==> config.mk <==
export PLATFORM = sky130hd
export DESIGN_NAME = mod100_bcd_split
export DESIGN_NICKNAME = d
export VERILOG_FILES = /design/src/rtl/mod100_bcd_split_pkg.sv /design/src/rtl/mod100_bcd_split.sv
export SDC_FILE = /design/constraint.sdc
export NUM_CORES = 1
export LEC_CHECK = 0
export CORE_ASPECT_RATIO = 0.9
export CORE_MARGIN = 2
export CORE_UTILIZATION = 23
export DETAILED_ROUTE_END_ITERATION = 10
export PLACE_DENSITY_LB_ADDON = 0.15
export SLEW_MARGIN = 20
export SYNTH_ARGS = -nofsm -noshare
export SYNTH_HDL_FRONTEND = slang
export SYNTH_SLANG_ARGS = --single-unit
==> constraint.sdc <==
create_clock -name clk -period 1.81 [get_ports clk]
set_clock_uncertainty 0.2 [all_clocks]
set_input_delay 0.362 -clock clk [delete_from_list [all_inputs] [get_ports clk]]
set_output_delay 0.362 -clock clk [all_outputs]
set_load 0.02 [all_outputs]
==> src/rtl/mod100_bcd_split_pkg.sv <==
`timescale 1ns/1ps
`default_nettype none
// ============================================================================
// Module   : mod100_bcd_split_pkg
// Brief    : Shared FSM state, BCD digit type and constants for the splitter.
// Revision : 1.0
// ============================================================================
package mod100_bcd_split_pkg;

    typedef enum logic [1:0] {
        IDLE = 2'd0,
        DIV  = 2'd1,
        HOLD = 2'd2
    } state_t;

    typedef logic [3:0] bcd_t;

    localparam int MAX_VAL = 99;
    localparam int RADIX   = 10;

endpackage
`default_nettype wire

==> src/rtl/mod100_bcd_split.sv <==
`timescale 1ns/1ps
`default_nettype none
// ============================================================================
// Module   : mod100_bcd_split
// Brief    : Binary 0..MAX_VAL to two BCD digits by repeated subtract-10.
// Revision : 1.0
// ============================================================================
module mod100_bcd_split
    import mod100_bcd_split_pkg::*;
#(
    parameter int IN_W    = 7,
    parameter int MAX_VAL = mod100_bcd_split_pkg::MAX_VAL
) (
    input  logic            clk,
    input  logic            rst,
    input  logic [IN_W-1:0] in_data,
    input  logic            in_valid,
    output logic            in_ready,
    output logic [3:0]      out_tens,
    output logic [3:0]      out_ones,
    output logic            out_err,
    output logic            out_valid,
    input  logic            out_ready
);

    localparam logic [IN_W-1:0] c_RADIX     = IN_W'(RADIX);
    localparam logic [IN_W-1:0] c_DIGIT_REM = IN_W'(RADIX - 1);
    localparam bcd_t            c_DIGIT_MAX = bcd_t'(RADIX - 1);

    state_t          r_state_q;
    state_t          w_state_d;
    logic [IN_W-1:0] r_rem_q;
    logic [IN_W-1:0] w_rem_d;
    bcd_t            r_tens_q;
    bcd_t            w_tens_d;
    logic            r_err_q;
    logic            w_err_d;
    logic            r_run_q;

    logic            w_in_ready;
    logic            w_out_valid;
    logic            w_accept;
    logic            w_over;

    // r_run_q keeps in_ready low until the first edge after reset release.
    assign w_in_ready  = (r_state_q == IDLE) && r_run_q && rst;
    assign w_out_valid = (r_state_q == HOLD) && rst;
    assign w_accept    = w_in_ready && in_valid;
    assign w_over      = (int'(in_data) > MAX_VAL);

    always_ff @(posedge clk) begin
        if (!rst) begin
            r_state_q <= IDLE;
            r_rem_q   <= '0;
            r_tens_q  <= '0;
            r_err_q   <= 1'b0;
            r_run_q   <= 1'b0;
        end else begin
            r_state_q <= w_state_d;
            r_rem_q   <= w_rem_d;
            r_tens_q  <= w_tens_d;
            r_err_q   <= w_err_d;
            r_run_q   <= 1'b1;
        end
    end

    always_comb begin
        w_state_d = r_state_q;
        w_rem_d   = r_rem_q;
        w_tens_d  = r_tens_q;
        w_err_d   = r_err_q;
        case (r_state_q)
            IDLE: begin
                if (w_accept) begin
                    if (w_over) begin
                        // Out-of-range input skips division and reports 99 with err.
                        w_err_d   = 1'b1;
                        w_tens_d  = c_DIGIT_MAX;
                        w_rem_d   = c_DIGIT_REM;
                        w_state_d = HOLD;
                    end else begin
                        w_err_d   = 1'b0;
                        w_tens_d  = '0;
                        w_rem_d   = in_data;
                        w_state_d = DIV;
                    end
                end
            end
            DIV: begin
                if (r_rem_q >= c_RADIX) begin
                    w_rem_d  = r_rem_q - c_RADIX;
                    w_tens_d = r_tens_q + bcd_t'(1);
                end else begin
                    w_state_d = HOLD;
                end
            end
            HOLD: begin
                if (out_ready) begin
                    w_state_d = IDLE;
                end
            end
            default: begin
                w_state_d = IDLE;
            end
        endcase
    end

    // Digits are only presented while the result is valid.
    assign in_ready  = w_in_ready;
    assign out_valid = w_out_valid;
    assign out_tens  = w_out_valid ? r_tens_q     : 4'd0;
    assign out_ones  = w_out_valid ? r_rem_q[3:0] : 4'd0;
    assign out_err   = w_out_valid && r_err_q;

endmodule
`default_nettype wire

==> flow_summary.toml <==
[worst_setup_path]
crit_required_ns = 1.80
worst-path-max-fanout = 5
arrival_ns = 1.87
path_depth = 4
startpoint_type = "flip-flop"
cpPeakStageDelay_ns = 0.58
crit_start = "r_rem_q[5]$_SDFFE_PN0P_"
reg2reg_depth = 4
r2r_start = "r_rem_q[5]$_SDFFE_PN0P_"
crit_path_end = "r_tens_q[0]$_SDFFE_PN0P_"
slowest_stage = "or4_4"
cp_top_family = "simple AND/OR/NAND/NOR gates"
crit_path_cell_trace = "or2_4 > or4_4 > a21oi_4 > o221a_1"
reg2reg_to = "r_tens_q[0]$_SDFFE_PN0P_"
criticalPathCategory = "reg2reg"
crit_buf_inv = 0
setup.reg_to_reg.worst_slack_ns = -0.07
crit_path_end_kind = "flip-flop"

[logic_synthesis]
ys_seq_area_frac = 0.303
syn_nets = 131
synthArstFlopShare = 0
ys.flop_type = "dfxtp_1"
yosys.area.top_type_share = 0.303
synth_edf_count = 0
synth_cells = 118
synth.distinct_cells = 49
yosys_warnings = 0
ys_seq_elements = 15
syn-mean-instance-area_um2 = 8.41
yosys.area.top_type = "dfxtp_1"
synth_area_um2 = 992
synth.area.top_cells = "dfxtp_1 30%, and2_1 5.7%, a21oi_1 4.5%"

[layout]
area_delta_synth_final_pct = 72.0
instances_no_fill = 220
drive_gt1_frac = 0.483
diodes = 0
fin_util = 0.416
layout.nets = 186

[pwr]
p_per_area_mw_per_mm2 = 532
p_int_uw = 642
p_sw_frac = 0.293
irDropWorstVdd_v = 0.000372
sequentialPowerShare = 0.393
power_frac_comb = 0.300
power_frac_clock = 0.307
switchingPower_uw = 266
leakagePower_uw = 0.000662

[cts]
cts_buffers = 3
cts_htree_levels = 1
clockBufferDepth = 2
cts_tree = "done"
ctsHoldBuffers = 0
clk_latency_ns = 0.25
root_buffer = "clkbuf_8"
cts_sinks = 15
cts.clk_slew.worst_paths_ns = 0.06

[floorplan]
start_util = 0.242
die_h_um = 66.3
coreArea_mm2 = 0.00410
io_pins = 22
fp.dieW_um = 73.2
die_area_mm2 = 0.00486
num_rows = 22

[routing]
vias_per_cell = 5.20
drtIter0Drc = 49
drt-total-wl_um = 3390
vias = 1143
drcViolationCount = 0
first_pass_iters = 4
wl_per_cell_um = 15.4
postRouteAntennaNets = 0

[grt]
grtUsageTotal = 0.142
grt_overflow = 0
grt_pass1_wl_um = 5270
antenna_found_initial = 0
grt_max_degree = 11
grt_pass1_vias = 1116

[sta]
rsz0062_at_grt = "true"
fmax_ghz = 0.532
period_share = 1.04
setup_viol = 9
fin_setup_tns_ns = -0.284
hold_viol = 0
tightest_slew_ns = 0.492
fin_crit_ns = 1.88
relSlewSlack = 0.671
setup_slack_ns = -0.0711
slew_viol_final = 0

[place]
hpwl_um = 2390
place_inst = 212
io_buffers = 21
gp_congestion = 0.744

[job]
max_cap_viol_count = 0

[hold_path]
min_path_type = "in2reg"

[outcome]
outcome = "finished with violations"
violations = "negative setup slack"
[power by group through the flow]
stage	sequential (uW)	combinational, uW	clock, uW
detailed placement	362	227	0
global placement	362	227	0
finish	357	273	279
global route	359	296	298
CTS	356	236	290
floorplan	366	108	0
[worst min path at each step]
stage / start / to / slack, ns / cells past startpoint
after floorplan: rst / r_run_q$_DFF_P_ / 0.19 / 0
after global placement: r_err_q$_SDFFE_PN0P_ / r_err_q$_SDFFE_PN0P_ / 0.24 / 2
after detailed placement: r_err_q$_SDFFE_PN0P_ / r_err_q$_SDFFE_PN0P_ / 0.26 / 2
after CTS: r_err_q$_SDFFE_PN0P_ / r_err_q$_SDFFE_PN0P_ / 0.27 / 2
after global routing: rst / r_run_q$_DFF_P_ / 0.21 / 2
final: rst / r_run_q$_DFF_P_ / 0.20 / 2
[timing repair]
| item | in CTS | in global routing |
|---|---|---|
| endpoints found under the hold margin | 0 | 0 |
| pin swaps | 5 | 19 |
| buffers inserted | 1 | 2 |
| cloned | 1 | 0 |
| resized for setup | 71 | 38 |
| endpoints found under the setup margin | 25 | 25 |
[cells in the mapped netlist, types with 2 or more instances]
cell,count
o21ai_0,5
a211oi_1,2
o2111ai_1,2
a31oi_1,2
a21oi_1,9
a22oi_1,2
nor3_1,3
nand2_1,8
inv_1,5
nand3_1,5
clkbuf_1,3
o311a_1,2
o211ai_1,2
nor2_1,5
and2_1,9
a221oi_1,2
o21a_1,2
o32ai_1,2
dfxtp_1,15
buf_2,2
o31ai_1,2
ha_1,2
[cell usage in the layout (no fill, tap or decap), types with 4 or more instances in the layout]
cell type        instances
nand2_1                  7
clkdlybuf4s50_1          9
buf_4                   29
and2_4                   6
a21oi_1                  7
o21ai_0                  5
dfxtp_1                 11
nor2_1                   5
and2_1                   4
buf_6                   17
[final cells by class]
cell class | count | area, um^2
Clock buffer | 4 | 45.0
Fill cell | 407 | 2390
Inverter | 6 | 22.5
Multi-Input combinational cell | 90 | 756
Sequential cell | 15 | 308
Tap cell | 48 | 60.1
Timing Repair Buffer | 57 | 515
[metal layers]
layer | routed length [um] | up-vias | track usage
met1 | 1530 | 536 | 0.183
met4 | 29 | 0 | 0.0486
met5 | 0 | - | 0
met2 | 1600 | 43 | 0.224
li1 | - | 560 | -
met3 | 234 | 4 | 0.0427
[stage by stage]
stage               instance area, um^2  hold WS (ns)  power, uW  worst slack, ns
floorplan                           993         0.190        475          0.00632
global placement                   1470         0.241        589           -0.675
detailed placement                 1470         0.256        589           -0.700
CTS                                1550         0.265        882           -0.106
global route                       1710         0.210        953           -0.124
finish                             1710         0.196        908          -0.0711
[state kept, by name (all words and copies together) (netlist names)]
register and flops:
r_err_q 1, r_rem_q 7, r_run_q 1, r_state_q 2
r_tens_q 4
[kinds of logic after synthesis]
family,Yosys count,share of synthesized area
AND/OR/NAND/NOR,45,0.280
AO/OA/AOI/OAI,42,0.328
flip-flops,15,0.303
buffers and inverters,13,0.0555
adder cells (fa/ha/maj),2,0.0252
XOR/XNOR,1,0.00883
(Power assumes the default switching activity.)
